===== src/rtl/piso_pkg.sv =====
// rtl/piso_pkg.sv - shared state encoding and defaults for the piso transmitter
package piso_pkg;

    localparam int PISO_WIDTH_DEF = 4;

    typedef enum logic [1:0] {
        ST_IDLE  = 2'd0,
        ST_SHIFT = 2'd1,
        ST_GAP   = 2'd2
    } piso_state_e;

endpackage


===== src/rtl/piso_shreg.sv =====
// rtl/piso_shreg.sv - loadable shift register with selectable bit order
module piso_shreg #(
    parameter int WIDTH     = 4,
    parameter bit LSB_FIRST = 1'b0
) (
    input  logic             clk,
    input  logic             rst,
    input  logic             load,
    input  logic             shift,
    input  logic [WIDTH-1:0] d,
    output logic             head
);

    logic [WIDTH-1:0] sr_q;
    logic [WIDTH-1:0] sr_d;

    // Load wins over shift so a back-to-back word replaces the last bit cleanly.
    always_comb begin
        sr_d = sr_q;
        if (load) begin
            sr_d = d;
        end else if (shift) begin
            if (LSB_FIRST) begin
                sr_d = {1'b0, sr_q[WIDTH-1:1]};
            end else begin
                sr_d = {sr_q[WIDTH-2:0], 1'b0};
            end
        end
    end

    // Register the shift state; reset clears the contents.
    always_ff @(posedge clk) begin
        if (rst) begin
            sr_q <= '0;
        end else begin
            sr_q <= sr_d;
        end
    end

    assign head = LSB_FIRST ? sr_q[0] : sr_q[WIDTH-1];

endmodule


===== src/rtl/piso_tx.sv =====
// rtl/piso_tx.sv - parallel-in serial-out transmitter with optional inter-frame gap
module piso_tx
    import piso_pkg::*;
#(
    parameter int WIDTH     = PISO_WIDTH_DEF,
    parameter int GAP       = 0,
    parameter bit LSB_FIRST = 1'b0
) (
    input  logic             clk,
    input  logic             rst,
    input  logic [WIDTH-1:0] din,
    input  logic             din_valid,
    output logic             din_ready,
    output logic             sout,
    output logic             sout_valid,
    output logic             frame_start,
    output logic             busy
);

    localparam int CW = $clog2(WIDTH);

    piso_state_e   state_q;
    piso_state_e   state_d;
    logic [CW-1:0] cnt_q;
    logic [CW-1:0] cnt_d;
    logic          last_bit;
    logic          xfer;
    logic          gap_done;
    logic          head;

    assign last_bit = (cnt_q == CW'(WIDTH - 1));
    assign xfer     = din_valid && din_ready && !rst;

    // Ready depends only on state and counter, so din never reaches the outputs combinationally.
    always_comb begin
        din_ready = 1'b0;
        if (state_q == ST_IDLE) begin
            din_ready = 1'b1;
        end else if (state_q == ST_SHIFT && last_bit && GAP == 0) begin
            din_ready = 1'b1;
        end
    end

    // Next-state and bit-counter logic.
    always_comb begin
        state_d = state_q;
        cnt_d   = cnt_q;
        case (state_q)
            ST_IDLE: begin
                if (xfer) begin
                    state_d = ST_SHIFT;
                    cnt_d   = '0;
                end
            end
            ST_SHIFT: begin
                if (last_bit) begin
                    cnt_d = '0;
                    if (xfer) begin
                        state_d = ST_SHIFT;
                    end else if (GAP == 0) begin
                        state_d = ST_IDLE;
                    end else begin
                        state_d = ST_GAP;
                    end
                end else begin
                    cnt_d = cnt_q + CW'(1);
                end
            end
            ST_GAP: begin
                if (gap_done) begin
                    state_d = ST_IDLE;
                end
            end
            default: begin
                state_d = ST_IDLE;
                cnt_d   = '0;
            end
        endcase
    end

    // State and bit-counter registers; reset aborts any frame in flight.
    always_ff @(posedge clk) begin
        if (rst) begin
            state_q <= ST_IDLE;
            cnt_q   <= '0;
        end else begin
            state_q <= state_d;
            cnt_q   <= cnt_d;
        end
    end

    if (GAP > 0) begin : g_gap
        localparam int GW = $clog2(GAP + 1);

        logic [GW-1:0] gap_cnt_q;
        logic [GW-1:0] gap_cnt_d;

        // Count idle cycles while in the gap; held at zero everywhere else.
        always_comb begin
            gap_cnt_d = '0;
            if (state_q == ST_GAP) begin
                gap_cnt_d = gap_cnt_q + GW'(1);
            end
        end

        // Gap counter register.
        always_ff @(posedge clk) begin
            if (rst) begin
                gap_cnt_q <= '0;
            end else begin
                gap_cnt_q <= gap_cnt_d;
            end
        end

        assign gap_done = (gap_cnt_q == GW'(GAP - 1));
    end else begin : g_no_gap
        assign gap_done = 1'b1;
    end

    piso_shreg #(
        .WIDTH     (WIDTH),
        .LSB_FIRST (LSB_FIRST)
    ) u_shreg (
        .clk   (clk),
        .rst   (rst),
        .load  (xfer),
        .shift (state_q == ST_SHIFT),
        .d     (din),
        .head  (head)
    );

    assign sout_valid  = (state_q == ST_SHIFT);
    assign sout        = sout_valid && head;
    assign frame_start = sout_valid && (cnt_q == '0);
    assign busy        = (state_q != ST_IDLE);

endmodule


===== config.mk =====
export PLATFORM = sky130hd
export DESIGN_NAME = piso_tx
export DESIGN_NICKNAME = d
export VERILOG_FILES = /design/src/rtl/piso_pkg.sv /design/src/rtl/piso_shreg.sv /design/src/rtl/piso_tx.sv
export SDC_FILE = /design/constraint.sdc
export NUM_CORES = 1
export LEC_CHECK = 0
export ABC_AREA = 1
export ABC_CLOCK_PERIOD_IN_PS = 1300
export BUFFER_PORTS_ARGS = -buffer_cell sky130_fd_sc_hd__buf_2
export CAP_MARGIN = 20
export CORE_AREA = 10 10 47 49
export DETAILED_ROUTE_END_ITERATION = 8
export DIE_AREA = 0 0 57 59
export PLACE_DENSITY = 0.64
export SLEW_MARGIN = 25
export SYNTH_ARGS = -nofsm -noshare
export SYNTH_HDL_FRONTEND = slang
export SYNTH_SLANG_ARGS = --single-unit

===== constraint.sdc =====
create_clock -name clk -period 1.3 [get_ports clk]
set_clock_uncertainty 0.05 [all_clocks]
set_input_delay 0.195 -clock clk [delete_from_list [all_inputs] [get_ports clk]]
set_output_delay 0.195 -clock clk [all_outputs]
set_load 0.01 [all_outputs]

# Word level (Yosys, flattened, before mapping)
# Index checks and enable logic that the tools add are counted.
[totals] reg_bits=8 in_bits=7 out_inout_bits=5
[classes] addsub=1 eq_ne=5 muxes=11 n_bitwise=1 n_reduce_logical=12
[op_table] cell="$mux 2" count=4
[op_table] cell="$mux 4" count=2
[op_table] cell="$pmux 2 s3" count=1
[op_table] cell="$logic_and 1x1->1" count=5
[op_table] cell="$eq 2x2->1 const B" count=2
[op_table] cell="$logic_not 2->1" count=2
[op_table] cell="$ne 2x1->1 const B" count=2
[op_table] cell="$pmux 2 s2" count=1
[op_table] cell="$reduce_and 2->1" count=2
[op_table] cell="$reduce_bool 2->1" count=2
[op_table] cell="$mux 1" count=3
[op_table] cell="$add 2x1->2 const B" count=1
[op_table] cell="$eq 2x1->1 const B" count=1
[op_table] cell="$logic_not 1->1" count=1
[op_table] cell="$not 1->1" count=1

# Longest topological paths before layout
[depth] depth_word=9 mapped_depth=7

# Modules after synthesis
# A second synthesis with hierarchy kept.
[hier_totals] cells_unflattened=54 area_unflattened_um2=362.8
[by_module_without_submodules] module="piso_shreg" instances=1 cells_per_inst=29 area_each_um2=187.7
[by_module_without_submodules] module="piso_tx" instances=1 cells_per_inst=25 area_each_um2=175.2

# Worst setup path after synthesis
# Ideal clock, no wire load.
[synth_path] path_kind="reg-to-reg" from="reg cnt_q[0]" to="reg u_shreg.sr_q[1]" setup_time_ps=66 t_arrival_ps=961 required_time_ps=1184 setup_slack_ps=223 path_stages_with_launch=7 cell_sequence="dfxtp_1 ha_1 inv_1 nand2_4 nand2_1 nand3_1 a21oi_2"
[synth_via] elab_chain_cells=7 word_cells_on_any_way=8 classes_between="eq/ne: 1; mux: 3; reduce/logical: 4"
[synth_rtl] element="start: declaration" line_no="piso_tx.sv:24" rtl="logic [CW-1:0] cnt_q;"
[synth_rtl] element="start signal: assignment" line_no="piso_tx.sv:88" rtl="cnt_q <= cnt_d;"
[synth_rtl] element="$eq 2x2->1 (*)" line_no="piso_tx.sv:31" rtl="assign last_bit = (cnt_q == CW'(WIDTH - 1));"
[synth_rtl] element="$logic_and 1x1->1 (*)" line_no="piso_tx.sv:39" rtl="end else if (state_q == ST_SHIFT && last_bit && GAP == 0) begin"
[synth_rtl] element="$mux 1 (*)" line_no="piso_tx.sv:39"
[synth_rtl] element="$mux 1 (*)" line_no="piso_tx.sv:37" rtl="if (state_q == ST_IDLE) begin"
[synth_rtl] element="via din_ready" line_no="piso_tx.sv:13" rtl="output logic din_ready,"
[synth_rtl] element="$logic_and 1x1->1 (*) (2 in series)" line_no="piso_tx.sv:32" rtl="assign xfer = din_valid && din_ready && !rst;"
[synth_rtl] element="$mux 4 or $reduce_bool 2->1 (tied branches)"
[synth_rtl] element="end signal: assignment" line_no="piso_shreg.sv:36" rtl="sr_q <= sr_d;"
[synth_rtl] element="end: declaration" line_no="piso_shreg.sv:14" rtl="logic [WIDTH-1:0] sr_q;"
# Mark *: on every way through the listed nets, which the timed path passes. The rest lies on a longest branch.
# A chain may end at the register's enable or synchronous reset.

# Final worst setup path
[layout_path] from="reg cnt_q[0]" to="out din_ready"
[layout_via] elab_chain_cells=4
[layout_rtl] element="$eq 2x2->1" line_no="piso_tx.sv:31"
[layout_rtl] element="$logic_and 1x1->1" line_no="piso_tx.sv:39"
[layout_rtl] element="$mux 1" line_no="piso_tx.sv:39"
[layout_rtl] element="$mux 1" line_no="piso_tx.sv:37"
[layout_rtl] element="end: declaration" line_no="piso_tx.sv:13"
# No other way between the ends.

==> metrics.json <==
{
  "layout.filler_cells": {"value": 149},
  "combinationalPowerShare": {"value": 0.201},
  "antenna_cells": {"value": 0},
  "netlist_area": {"value": 413, "unit": "um^2"},
  "cts_sinks": {"value": 7},
  "area_growth_syn_to_layout": {"value": 29.7, "unit": "%"},
  "globalRoute.totalOverflow": {"value": 0},
  "power_frac_clock": {"value": 0.370},
  "core": {"value": 0.00140, "unit": "mm^2"},
  "clock_root_buffer": {"value": "sky130_fd_sc_hd__clkbuf_4"},
  "setup_ws": {"value": 0.0296, "unit": "ns"},
  "grt_antenna_before_repair": {"value": 0},
  "fmaxAchievable": {"value": 787, "unit": "MHz"},
  "clk_path_buf_depth": {"value": 2},
  "layout_cells_sized_above_1": {"value": 0.493},
  "hp-class": {"value": "in2reg"},
  "grtUsageMet2": {"value": 0.0853},
  "flip_flop_and_latch_count_after_synthesis": {"value": 7},
  "gp_congestion": {"value": 0.712},
  "synth.net_count": {"value": 63},
  "h-tree-depth": {"value": 1},
  "route.vias.total": {"value": 400},
  "floorplan.die.height": {"value": 59, "unit": "um"},
  "multi_input_comb_area": {"value": 206, "unit": "um^2"},
  "drt_wl_total": {"value": 927, "unit": "um"},
  "synth.yosys.warnings": {"value": 0},
  "post_layout_utilization_of_the_core": {"value": 0.382},
  "final_min_period_over_clock_period": {"value": 0.977},
  "via_count_of_the_first_global_routing_pass": {"value": 410},
  "core.rowCount": {"value": 14},
  "cellPowerDensity": {"value": 1020, "unit": "mW/mm^2"},
  "grt.total_usage": {"value": 0.0633},
  "critPathMaxFanout": {"value": 5},
  "detail_route.first_pass.iterations": {"value": 4},
  "crit_path_arrival_time": {"value": 1.03, "unit": "ns"},
  "leakage": {"value": 0.255, "unit": "nW"},
  "tightestPinTransition": {"value": 0.240, "unit": "ns"},
  "cp_data_required_time": {"value": 1.05, "unit": "ns"},
  "part_of_the_power_in_registers": {"value": 0.429},
  "max-slew-margin-rel": {"value": 0.840},
  "syn_avg_cell_area": {"value": 7.65, "unit": "um^2"},
  "drv.max_cap_violation_count": {"value": 0},
  "area.sequential": {"value": 143, "unit": "um^2"},
  "post-route-drc-count": {"value": 0},
  "cts_buffer_count": {"value": 3},
  "clk_pin_slew_worst_paths": {"value": 0.05, "unit": "ns"},
  "grt_util_met3": {"value": 0.0365},
  "cellInternalPower": {"value": 394, "unit": "uW"},
  "setup_tns": {"value": 0, "unit": "ns"},
  "peak_usage_layer_in_the_global_routing_report": {"value": "met2"},
  "tritoncts_clock_tree": {"value": "built"},
  "place_hpwl": {"value": 704, "unit": "um"},
  "grt_use_met1": {"value": 0.0719},
  "drt_iter0_drc": {"value": 3},
  "port-buffer-count": {"value": 11},
  "seq_total_area_yosys": {"value": 0.339},
  "outcome": {"value": "finished clean"},
  "placedCellCount": {"value": 80},
  "synth.distinct_cells": {"value": 12},
  "hold_viol": {"value": 0},
  "grt_setup_unrepaired": {"value": "yes"},
  "clock_network_latency_to_the_later_pin_of_the_worst_skew_pair": {"value": 0.25, "unit": "ns"},
  "switching_share": {"value": 0.279},
  "drt-wirelength-per-cell": {"value": 10.7, "unit": "um"},
  "switchingPower": {"value": 152, "unit": "uW"},
  "design.portCount": {"value": 12},
  "number_of_nets_in_the_finished_design": {"value": 81},
  "critical_path_class": {"value": "reg2out"},
  "dp_slack": {"value": 0.143, "unit": "ns"},
  "dpl_cell_area": {"value": 473, "unit": "um^2"},
  "worstSetupEndpointType": {"value": "output pin"},
  "fin_area": {"value": 536, "unit": "um^2"},
  "synth_cells": {"value": 54},
  "finalSetupViolCount": {"value": 0},
  "layoutNonFillerInstCount": {"value": 87},
  "start_kind": {"value": "register"},
  "timing.final.crit_period": {"value": 1.27, "unit": "ns"},
  "vdd_ir_drop_max": {"value": 0.536, "unit": "mV"},
  "drtAntennaViolNets": {"value": 0},
  "grt_pass1_wl": {"value": 1690, "unit": "um"},
  "viasPerCell": {"value": 4.60},
  "die_width": {"value": 57, "unit": "um"},
  "grt_start_max_net_pins": {"value": 10},
  "initial_utilization": {"value": 0.295},
  "final-max-slew-violation-count": {"value": 0},
  "die-area": {"value": 0.00336, "unit": "mm^2"}
}
-- power by group through the flow --
stage / Sequential (mW) / Clock, mW / Combinational (mW)
2_1_floorplan: 0.238 / 0 / 0.0692
4_1_cts: 0.233 / 0.209 / 0.101
3_5_place_dp: 0.237 / 0 / 0.0975
3_3_place_gp: 0.236 / 0 / 0.0962
5_1_grt: 0.236 / 0.223 / 0.124
6_report: 0.234 / 0.202 / 0.110
-- synthesized netlist by cell type --
cell                      count  share of area
sky130_fd_sc_hd__inv_1        8          0.073
sky130_fd_sc_hd__a21oi_1      4          0.048
sky130_fd_sc_hd__buf_4        1          0.018
sky130_fd_sc_hd__nand2_1      7          0.064
sky130_fd_sc_hd__buf_6        2          0.055
sky130_fd_sc_hd__a21oi_2      3          0.064
sky130_fd_sc_hd__nor2_4       1          0.027
sky130_fd_sc_hd__ha_1         2          0.061
sky130_fd_sc_hd__dfxtp_1      7           0.34
sky130_fd_sc_hd__inv_2        3          0.027
sky130_fd_sc_hd__nand3_1     14           0.17
sky130_fd_sc_hd__nand2_4      2          0.055
-- kinds of logic after synthesis --
logic type | after synthesis | share of synthesized area
adder cells (fa/ha/maj) | 2 | 0.0606
AO/OA/AOI/OAI | 7 | 0.112
flip-flops | 7 | 0.339
buffers and inverters | 14 | 0.173
AND/OR/NAND/NOR | 24 | 0.315
-- flip-flops by register name (all words and copies together) (netlist names) --
signal / cells
u_shreg.sr_q: 4
cnt_q: 2
state_q: 1
-- cell usage in the layout (no fill, tap or decap), drive strengths merged --
cell type	instances
ha	2
nand3	14
inv	11
a21oi	7
clkbuf	4
dfxtp	7
buf	16
nor2	1
nand2	9
-- per-layer routing --
layer,routed length [um],vias up
met5,0,-
met4,10,0
met3,86,4
met2,410,14
met1,420,175
li1,-,207
-- path summary, 6_finish.rpt --
check / from / endpoint / slack (ns) / depth (start not counted)
setup / recovery: cnt_q[0] / din_ready / 0.03 / 4
hold / removal: din[0] / u_shreg.sr_q[0] / 0.15 / 3
setup reg to reg: cnt_q[0] / u_shreg.sr_q[3] / 0.10 / 8
hold reg to reg: u_shreg.sr_q[0] / u_shreg.sr_q[0] / 0.44 / 2
-- final cells by class --
type / count / area share
multi-input combinational: 33 / 0.386
sequential: 7 / 0.266
timing repair buffer: 16 / 0.185
inverter: 11 / 0.0771
clock buffer: 4 / 0.0491
tap: 16 / 0.0374
-- critical path, stage by stage (launching register included) --
cell and delay (ns):
sky130_fd_sc_hd__dfxtp_2 0.33, sky130_fd_sc_hd__ha_2 0.18, sky130_fd_sc_hd__inv_2 0.07, sky130_fd_sc_hd__nand2_4 0.07, sky130_fd_sc_hd__buf_6 0.12
-- stage by stage --
stage / hold slack, ns / total power, mW
5_1_grt: 0.174 / 0.583
3_3_place_gp: 0.421 / 0.333
2_1_floorplan: 0.305 / 0.307
3_5_place_dp: 0.420 / 0.335
4_1_cts: 0.149 / 0.543
6_report: 0.148 / 0.546
-- repair_timing --
item	4_1_cts	5_1_grt
buffers inserted	0	3
hold buffers	0	0
endpoints found under the setup margin	2	2
resized for setup	3	5
pin swaps	0	3
(Power assumes the default switching activity.)
